==> src/rtl/axi_rw_sched.sv <==
`default_nettype none
// ============================================================================
//  Module      : axi_rw_sched
//  Description : Slave-side AXI request scheduler for the AXI-to-APB bridge.
//                Accepts single-beat writes (AW+W) and reads (AR) and
//                arbitrates between them round-robin. It issues one command
//                at a time to the backend and returns the result on B or R.
//                Bursts are answered with SLVERR without touching the
//                backend. A silent backend is answered with DECERR after
//                RSP_TIMEOUT cycles.
//  Revision    : 1.0 - initial release
// ============================================================================
module axi_rw_sched #(
    parameter int C_AXI_ID_WIDTH   = 5,
    parameter int C_AXI_ADDR_WIDTH = 32,
    parameter int C_AXI_DATA_WIDTH = 64,
    parameter int C_AXI_STRB_WIDTH = 8,
    parameter int C_AXI_LEN_WIDTH  = 4,
    parameter int RSP_TIMEOUT      = 256
) (
    input  logic                        AXI_ACLK,
    input  logic                        AXI_ARESET,
    // write address
    input  logic [C_AXI_ID_WIDTH-1:0]   AXI_AWID,
    input  logic [C_AXI_ADDR_WIDTH-1:0] AXI_AWADDR,
    input  logic [C_AXI_LEN_WIDTH-1:0]  AXI_AWLEN,
    input  logic                        AXI_AWVALID,
    output logic                        AXI_AWREADY,
    // write data
    input  logic [C_AXI_DATA_WIDTH-1:0] AXI_WDATA,
    input  logic [C_AXI_STRB_WIDTH-1:0] AXI_WSTRB,
    input  logic                        AXI_WLAST,
    input  logic                        AXI_WVALID,
    output logic                        AXI_WREADY,
    // write response
    output logic [C_AXI_ID_WIDTH-1:0]   AXI_BID,
    output logic [1:0]                  AXI_BRESP,
    output logic                        AXI_BVALID,
    input  logic                        AXI_BREADY,
    // read address
    input  logic [C_AXI_ID_WIDTH-1:0]   AXI_ARID,
    input  logic [C_AXI_ADDR_WIDTH-1:0] AXI_ARADDR,
    input  logic [C_AXI_LEN_WIDTH-1:0]  AXI_ARLEN,
    input  logic                        AXI_ARVALID,
    output logic                        AXI_ARREADY,
    // read data
    output logic [C_AXI_ID_WIDTH-1:0]   AXI_RID,
    output logic [C_AXI_DATA_WIDTH-1:0] AXI_RDATA,
    output logic [1:0]                  AXI_RRESP,
    output logic                        AXI_RLAST,
    output logic                        AXI_RVALID,
    input  logic                        AXI_RREADY,
    // backend command
    output logic                        CMD_VALID,
    input  logic                        CMD_READY,
    output logic                        CMD_WRITE,
    output logic [C_AXI_ADDR_WIDTH-1:0] CMD_ADDR,
    output logic [C_AXI_DATA_WIDTH-1:0] CMD_WDATA,
    output logic [C_AXI_STRB_WIDTH-1:0] CMD_WSTRB,
    // backend completion
    input  logic                        RSP_VALID,
    input  logic [C_AXI_DATA_WIDTH-1:0] RSP_RDATA,
    input  logic                        RSP_ERR
);

    // A zero timeout still gets a 1-bit counter so the declarations stay legal.
    localparam int               CNT_W    = (RSP_TIMEOUT > 0) ? $clog2(RSP_TIMEOUT + 1) : 1;
    localparam logic [CNT_W-1:0] CNT_LAST = (RSP_TIMEOUT > 0) ? CNT_W'(RSP_TIMEOUT - 1) : '0;

    localparam logic [1:0] RESP_OKAY   = 2'b00;
    localparam logic [1:0] RESP_SLVERR = 2'b10;
    localparam logic [1:0] RESP_DECERR = 2'b11;

    typedef enum logic [1:0] {
        ST_IDLE = 2'd0,
        ST_CMD  = 2'd1,
        ST_WAIT = 2'd2,
        ST_RESP = 2'd3
    } state_t;

    state_t                      state_q,     state_d;
    logic                        last_wr_q,   last_wr_d;   // 0 = last grant was a read
    logic [C_AXI_ID_WIDTH-1:0]   id_q,        id_d;
    logic                        cmd_valid_q, cmd_valid_d;
    logic                        cmd_write_q, cmd_write_d;
    logic [C_AXI_ADDR_WIDTH-1:0] cmd_addr_q,  cmd_addr_d;
    logic [C_AXI_DATA_WIDTH-1:0] cmd_wdata_q, cmd_wdata_d;
    logic [C_AXI_STRB_WIDTH-1:0] cmd_wstrb_q, cmd_wstrb_d;
    logic [CNT_W-1:0]            cnt_q,       cnt_d;
    logic                        bvalid_q,    bvalid_d;
    logic [C_AXI_ID_WIDTH-1:0]   bid_q,       bid_d;
    logic [1:0]                  bresp_q,     bresp_d;
    logic                        rvalid_q,    rvalid_d;
    logic [C_AXI_ID_WIDTH-1:0]   rid_q,       rid_d;
    logic [C_AXI_DATA_WIDTH-1:0] rdata_q,     rdata_d;
    logic [1:0]                  rresp_q,     rresp_d;
    logic                        rlast_q,     rlast_d;

    logic                        w_wr_req;
    logic                        w_rd_req;
    logic                        w_grant_wr;
    logic                        w_grant_rd;
    logic                        w_illegal;
    logic                        w_aw_ready;
    logic                        w_ar_ready;
    logic                        w_resp_load;
    logic [1:0]                  w_resp_code;
    logic [C_AXI_DATA_WIDTH-1:0] w_resp_data;

    // Next-state, arbitration, grant strobes and response loading.
    always_comb begin
        state_d     = state_q;
        last_wr_d   = last_wr_q;
        id_d        = id_q;
        cmd_valid_d = cmd_valid_q;
        cmd_write_d = cmd_write_q;
        cmd_addr_d  = cmd_addr_q;
        cmd_wdata_d = cmd_wdata_q;
        cmd_wstrb_d = cmd_wstrb_q;
        cnt_d       = cnt_q;
        bvalid_d    = bvalid_q;
        bid_d       = bid_q;
        bresp_d     = bresp_q;
        rvalid_d    = rvalid_q;
        rid_d       = rid_q;
        rdata_d     = rdata_q;
        rresp_d     = rresp_q;
        rlast_d     = rlast_q;
        w_aw_ready  = 1'b0;
        w_ar_ready  = 1'b0;
        w_resp_load = 1'b0;
        w_resp_code = RESP_OKAY;
        w_resp_data = '0;

        // A write needs both AW and W present; on contention the direction
        // that did not win last time gets the grant.
        w_wr_req   = AXI_AWVALID && AXI_WVALID;
        w_rd_req   = AXI_ARVALID;
        w_grant_wr = w_wr_req && (!w_rd_req || !last_wr_q);
        w_grant_rd = w_rd_req && !w_grant_wr;
        w_illegal  = w_grant_wr ? ((AXI_AWLEN != '0) || !AXI_WLAST)
                                : (AXI_ARLEN != '0);

        case (state_q)
            ST_IDLE: begin
                if (w_grant_wr || w_grant_rd) begin
                    w_aw_ready  = w_grant_wr;
                    w_ar_ready  = w_grant_rd;
                    last_wr_d   = w_grant_wr;
                    cmd_write_d = w_grant_wr;
                    id_d        = w_grant_wr ? AXI_AWID   : AXI_ARID;
                    cmd_addr_d  = w_grant_wr ? AXI_AWADDR : AXI_ARADDR;
                    cmd_wdata_d = w_grant_wr ? AXI_WDATA  : '0;
                    cmd_wstrb_d = w_grant_wr ? AXI_WSTRB  : '0;
                    if (w_illegal) begin
                        // bursts never reach the backend
                        w_resp_load = 1'b1;
                        w_resp_code = RESP_SLVERR;
                        state_d     = ST_RESP;
                    end else begin
                        cmd_valid_d = 1'b1;
                        state_d     = ST_CMD;
                    end
                end
            end
            ST_CMD: begin
                if (CMD_READY) begin
                    cmd_valid_d = 1'b0;
                    cnt_d       = '0;
                    state_d     = ST_WAIT;
                end
            end
            ST_WAIT: begin
                if (RSP_VALID) begin
                    w_resp_load = 1'b1;
                    w_resp_code = RSP_ERR ? RESP_SLVERR : RESP_OKAY;
                    w_resp_data = RSP_RDATA;
                    state_d     = ST_RESP;
                end else if ((RSP_TIMEOUT != 0) && (cnt_q == CNT_LAST)) begin
                    w_resp_load = 1'b1;
                    w_resp_code = RESP_DECERR;
                    state_d     = ST_RESP;
                end else begin
                    cnt_d = cnt_q + CNT_W'(1);
                end
            end
            ST_RESP: begin
                if ((bvalid_q && AXI_BREADY) || (rvalid_q && AXI_RREADY)) begin
                    bvalid_d = 1'b0;
                    rvalid_d = 1'b0;
                    rlast_d  = 1'b0;
                    state_d  = ST_IDLE;
                end
            end
            default: state_d = ST_IDLE;
        endcase

        // The direction and ID come from the _d side so that the IDLE error
        // path, which grants and responds in the same cycle, sees them.
        if (w_resp_load) begin
            if (cmd_write_d) begin
                bvalid_d = 1'b1;
                bid_d    = id_d;
                bresp_d  = w_resp_code;
            end else begin
                rvalid_d = 1'b1;
                rid_d    = id_d;
                rresp_d  = w_resp_code;
                rdata_d  = w_resp_data;
                rlast_d  = 1'b1;
            end
        end
    end

    // State and output registers; reset abandons any transaction in flight.
    always_ff @(posedge AXI_ACLK) begin
        if (AXI_ARESET) begin
            state_q     <= ST_IDLE;
            last_wr_q   <= 1'b0;
            id_q        <= '0;
            cmd_valid_q <= 1'b0;
            cmd_write_q <= 1'b0;
            cmd_addr_q  <= '0;
            cmd_wdata_q <= '0;
            cmd_wstrb_q <= '0;
            cnt_q       <= '0;
            bvalid_q    <= 1'b0;
            bid_q       <= '0;
            bresp_q     <= 2'b00;
            rvalid_q    <= 1'b0;
            rid_q       <= '0;
            rdata_q     <= '0;
            rresp_q     <= 2'b00;
            rlast_q     <= 1'b0;
        end else begin
            state_q     <= state_d;
            last_wr_q   <= last_wr_d;
            id_q        <= id_d;
            cmd_valid_q <= cmd_valid_d;
            cmd_write_q <= cmd_write_d;
            cmd_addr_q  <= cmd_addr_d;
            cmd_wdata_q <= cmd_wdata_d;
            cmd_wstrb_q <= cmd_wstrb_d;
            cnt_q       <= cnt_d;
            bvalid_q    <= bvalid_d;
            bid_q       <= bid_d;
            bresp_q     <= bresp_d;
            rvalid_q    <= rvalid_d;
            rid_q       <= rid_d;
            rdata_q     <= rdata_d;
            rresp_q     <= rresp_d;
            rlast_q     <= rlast_d;
        end
    end

    assign AXI_AWREADY = w_aw_ready;
    assign AXI_WREADY  = w_aw_ready;
    assign AXI_ARREADY = w_ar_ready;
    assign AXI_BID     = bid_q;
    assign AXI_BRESP   = bresp_q;
    assign AXI_BVALID  = bvalid_q;
    assign AXI_RID     = rid_q;
    assign AXI_RDATA   = rdata_q;
    assign AXI_RRESP   = rresp_q;
    assign AXI_RLAST   = rlast_q;
    assign AXI_RVALID  = rvalid_q;
    assign CMD_VALID   = cmd_valid_q;
    assign CMD_WRITE   = cmd_write_q;
    assign CMD_ADDR    = cmd_addr_q;
    assign CMD_WDATA   = cmd_wdata_q;
    assign CMD_WSTRB   = cmd_wstrb_q;

endmodule
`default_nettype wire

==> config.mk <==
export PLATFORM = sky130hd
export DESIGN_NAME = axi_rw_sched
export DESIGN_NICKNAME = d
export VERILOG_FILES = /design/src/rtl/axi_rw_sched.sv
export SDC_FILE = /design/constraint.sdc
export NUM_CORES = 1
export LEC_CHECK = 0
export BUFFER_PORTS_ARGS = -buffer_cell sky130_fd_sc_hd__buf_2
export CAP_MARGIN = 20
export CORE_AREA = 2 2 161 163
export DETAILED_ROUTE_END_ITERATION = 8
export DIE_AREA = 0 0 163 165
export HOLD_SLACK_MARGIN = 0.1
export PLACE_DENSITY_LB_ADDON = 0.05
export SYNTH_ARGS = -nofsm -noshare
export SYNTH_HDL_FRONTEND = slang
export SYNTH_SLANG_ARGS = --single-unit
export TNS_END_PERCENT = 50
==> constraint.sdc <==
create_clock -name AXI_ACLK -period 6.16 [get_ports AXI_ACLK]
set_clock_uncertainty 0.2 [all_clocks]
set_input_delay 0.924 -clock AXI_ACLK [delete_from_list [all_inputs] [get_ports AXI_ACLK]]
set_output_delay 0.924 -clock AXI_ACLK [all_outputs]
set_load 0.01 [all_outputs]
==> flow_summary.toml <==
[clocking]
cts.repair.resized = 0
cts_max_path_buffers = 3
hold_buffers = 0
cts_buffers = 24
htree_levels = 1
clockRootBuffer = "clkbuf_16"
post_cts_buffers = 0
clock_latency_ns = 0.51
clock-sinks = 204
cts_tree = "built"
clkSlewWorstSetupHoldPaths_ns = 0.06

[setup_path]
timing.rr.start = "state_q[0]"
r2r_slack_ns = 3.40
start_kind = "flop"
cp_common_cell = "inv_1"
path_delay_family = "buffers and inverters"
critPathBufInv = 4
worstReg2RegEnd = "AXI_BVALID"
path_class = "flop to output pin"
critPathArrivalTime_ns = 2.31
critPathSlowestCell = "buf_4"
reg2regPathDepth = 7
cp_slowest_stage_delay_ns = 0.34
worst-path-max-fanout = 25
endpoint_kind = "output pin"
worstPathRequired_ns = 5.04
path_cells = "inv_1 -> ha_1 -> inv_1 -> nor3_4 -> buf_4 -> buf_2"

[synthesis]
synth_top_cells_by_area = "dfxtp_1 (52%), a22oi_1 (7.0%), nor2_1 (6.0%)"
yosysWarnings = 0
ys_ff_latch = 204
synth_top_flop_cell = "dfxtp_1"
synth_area_leader_cell = "dfxtp_1"
synthCells = 851
synth_area_per_cell_sq_um = 9.166
synth_edf_count = 0
yosysTopAreaCellShare_pct = 52.36
synth_fp_nets = 1087
synthDistinctLibCells = 48
async_flop_share_pct = 0
seq_area_frac_synth_pct = 52.36
synthesis.area_sq_mm = 0.007800

[routing]
routed_via_density = 4.720
drc_errors = 0
totalWireLength_microns = 25520
ant_nets = 0
wl_per_cell_microns = 16.15
vias = 7458
dr.pass1.iters = 4
drt_iter0_markers = 413

[global_routing]
grt-busiest-layer = "met2"
antenna_found_initial = 2
overflow = 0
track_usage_pct = 18.03
grt_max_degree = 76
grt.met2_usage_pct = 29.85
grt_pass1_wl_microns = 38850
use_met3_pct = 5.324
grt_pass1_vias = 7049
grt.met1_usage_pct = 22.40

[die]
dieArea_sq_mm = 0.02690
io-pin-count = 419
row_count = 58
die_width_microns = 163
die_h_microns = 165
core_sq_mm = 0.02504
start_util_pct = 31.15

[worst_hold_path]
holdPathStages = 2
hold_class = "flop to flop"
min-delay-start = "AXI_RDATA[10]"
hold-path-endpoint = "AXI_RDATA[10]"

[timing]
setup_viol = 0
rsz0062_at_grt = "false"
timing.final.crit_period_ns = 3.431
slew-limit-headroom_pct = 43.01
period_share_pct = 55.69
fmax_mhz = 291.5
fin_tns_setup_ns = 0
finalHoldViolCount = 0
worst_pin_slew_ns = 0.8549
drv_slew = 0

[power]
p_comb_share_pct = 28.3
vdd_drop_max_mv = 0.1624
clkPwrFrac_pct = 33.6
seq_power_share_pct = 38.1
p_int_mw = 2.853
p_sw_share_pct = 33.34
powerDensity_mw_per_mm2 = 393.4
p_sw_mw = 1.427
p_leak_nw = 5.149

[placement]
hpwl_microns = 18110
io_buffer_count = 418
gp_congestion = 0.7419
place_area_sq_mm = 0.01007
dp.cells = 1537

[job]
drv_cap = 0

[layout]
area_growth_pct = 39.49
ff_latch_area_sq_mm = 0.004084
num-nets-final = 1469
multiInputGateArea_sq_mm = 0.003383
nFillCells = 2570
final_area_sq_mm = 0.01088
drive_above_1_share_pct = 38.70
layout.cells.non_filler = 1580

[status]
status = "completed"
## cell usage after synthesis (2+ instances only)
library cell	instances
mux2_1	4
dfxtp_1	204
nand3_1	69
o211a_1	2
o21ai_0	10
buf_2	16
nand2_1	77
nor3_1	3
buf_1	15
clkbuf_1	33
xor2_1	3
xnor2_1	3
nor2_1	124
nand2b_1	3
mux2i_1	37
mux2_2	6
a22oi_1	73
inv_1	7
a21oi_1	10
ha_1	7
nor2b_1	10
a211oi_1	43
buf_6	6
nand4_1	2
o21ai_1	61
## placed cells by master, fill, tap and decap left out, types with 3 or more instances in the layout
cell       count
buf_2        417
dfxtp_1      204
nor2_1       122
nand2_1       77
a22oi_1       73
nand3_1       68
o21ai_1       61
a211oi_1      43
mux2i_1       37
clkbuf_16     25
a21oi_1       10
o21ai_0       10
nor2b_1       10
buf_4         10
ha_1           7
inv_1          6
mux2_2         6
clkbuf_8       6
clkbuf_1       5
mux2_1         4
nor3_1         3
xnor2_1        3
xor2_1         3
nor2_4         3
## worst register-to-register path: cells and delay by family (launching register included)
family          cells  cell delay (ns)
compound gates      2             0.67
buf+inv             2             0.73
simple gates        2             0.38
fa+ha+maj           1             0.33
flops               1             0.33
## per-layer routing
layer,up-vias,share of wire (%)
li1,3763,-
met1,3357,42
met2,305,47
met3,33,9.1
met4,0,2.8
met5,-,0
## flip-flops by register name, indices dropped and copies added, names as in the netlist
name and flops:
AXI_BVALID 1, id_q 5, AXI_RVALID 1, last_wr_q 1
AXI_RDATA 64, state_q 2, AXI_BRESP 2, AXI_BID 5
cnt_q 9, CMD_WDATA 64, CMD_VALID 1, CMD_WSTRB 8
CMD_WRITE 1, AXI_RID 5, AXI_RRESP 2, CMD_ADDR 32
AXI_RLAST 1
## final cells by class
type	count	area share, %
Multi-Input combinational cell	569	31.09
Inverter	7	0.2415
Clock buffer	36	6.681
Antenna cell	2	0.04600
Sequential cell	204	37.53
Tap cell	330	3.795
Clock inverter	5	0.7360
Timing Repair Buffer	427	19.87
## how the worst max path moves through the flow
stage | startpoint | end | slack, ns | cells past startpoint
after floorplan | AXI_ARVALID | AXI_WREADY | 3.10 | 4
after global placement | AXI_AWVALID | AXI_RID[4] | 2.60 | 7
after detailed placement | AXI_AWVALID | AXI_RID[4] | 2.57 | 7
after CTS | state_q[0] | AXI_AWREADY | 2.68 | 6
after global routing | state_q[1] | AXI_AWREADY | 2.57 | 6
final | state_q[0] | AXI_AWREADY | 2.73 | 6
## power groups by stage
stage	logic (mW)	clock network, mW	registers, mW
2_1_floorplan	0.729	0	1.74
3_3_place_gp	1.24	0	1.66
3_5_place_dp	1.24	0	1.66
4_1_cts	1.24	1.49	1.63
5_1_grt	1.36	1.54	1.66
6_report	1.21	1.44	1.63
## logic make-up after synthesis
group	synth area share [%]
compound gates	18.03
mux	6.192
flops	52.36
buf+inv	4.636
simple gates	16.99
fa+ha+maj	1.123
xor+xnor	0.6738
## metrics by stage
stage	setup slack [ns]	utilization, %	power (mW)	hold WS [ns]
floorplan	3.099	-	2.465	0.2492
global placement	2.599	40.21	2.897	0.2328
detailed placement	2.567	40.21	2.893	0.2381
CTS	2.680	43.44	4.355	0.2461
global route	2.574	43.45	4.558	0.2639
finish	2.729	43.46	4.280	0.2426
Power figures use the tool's default switching activity.
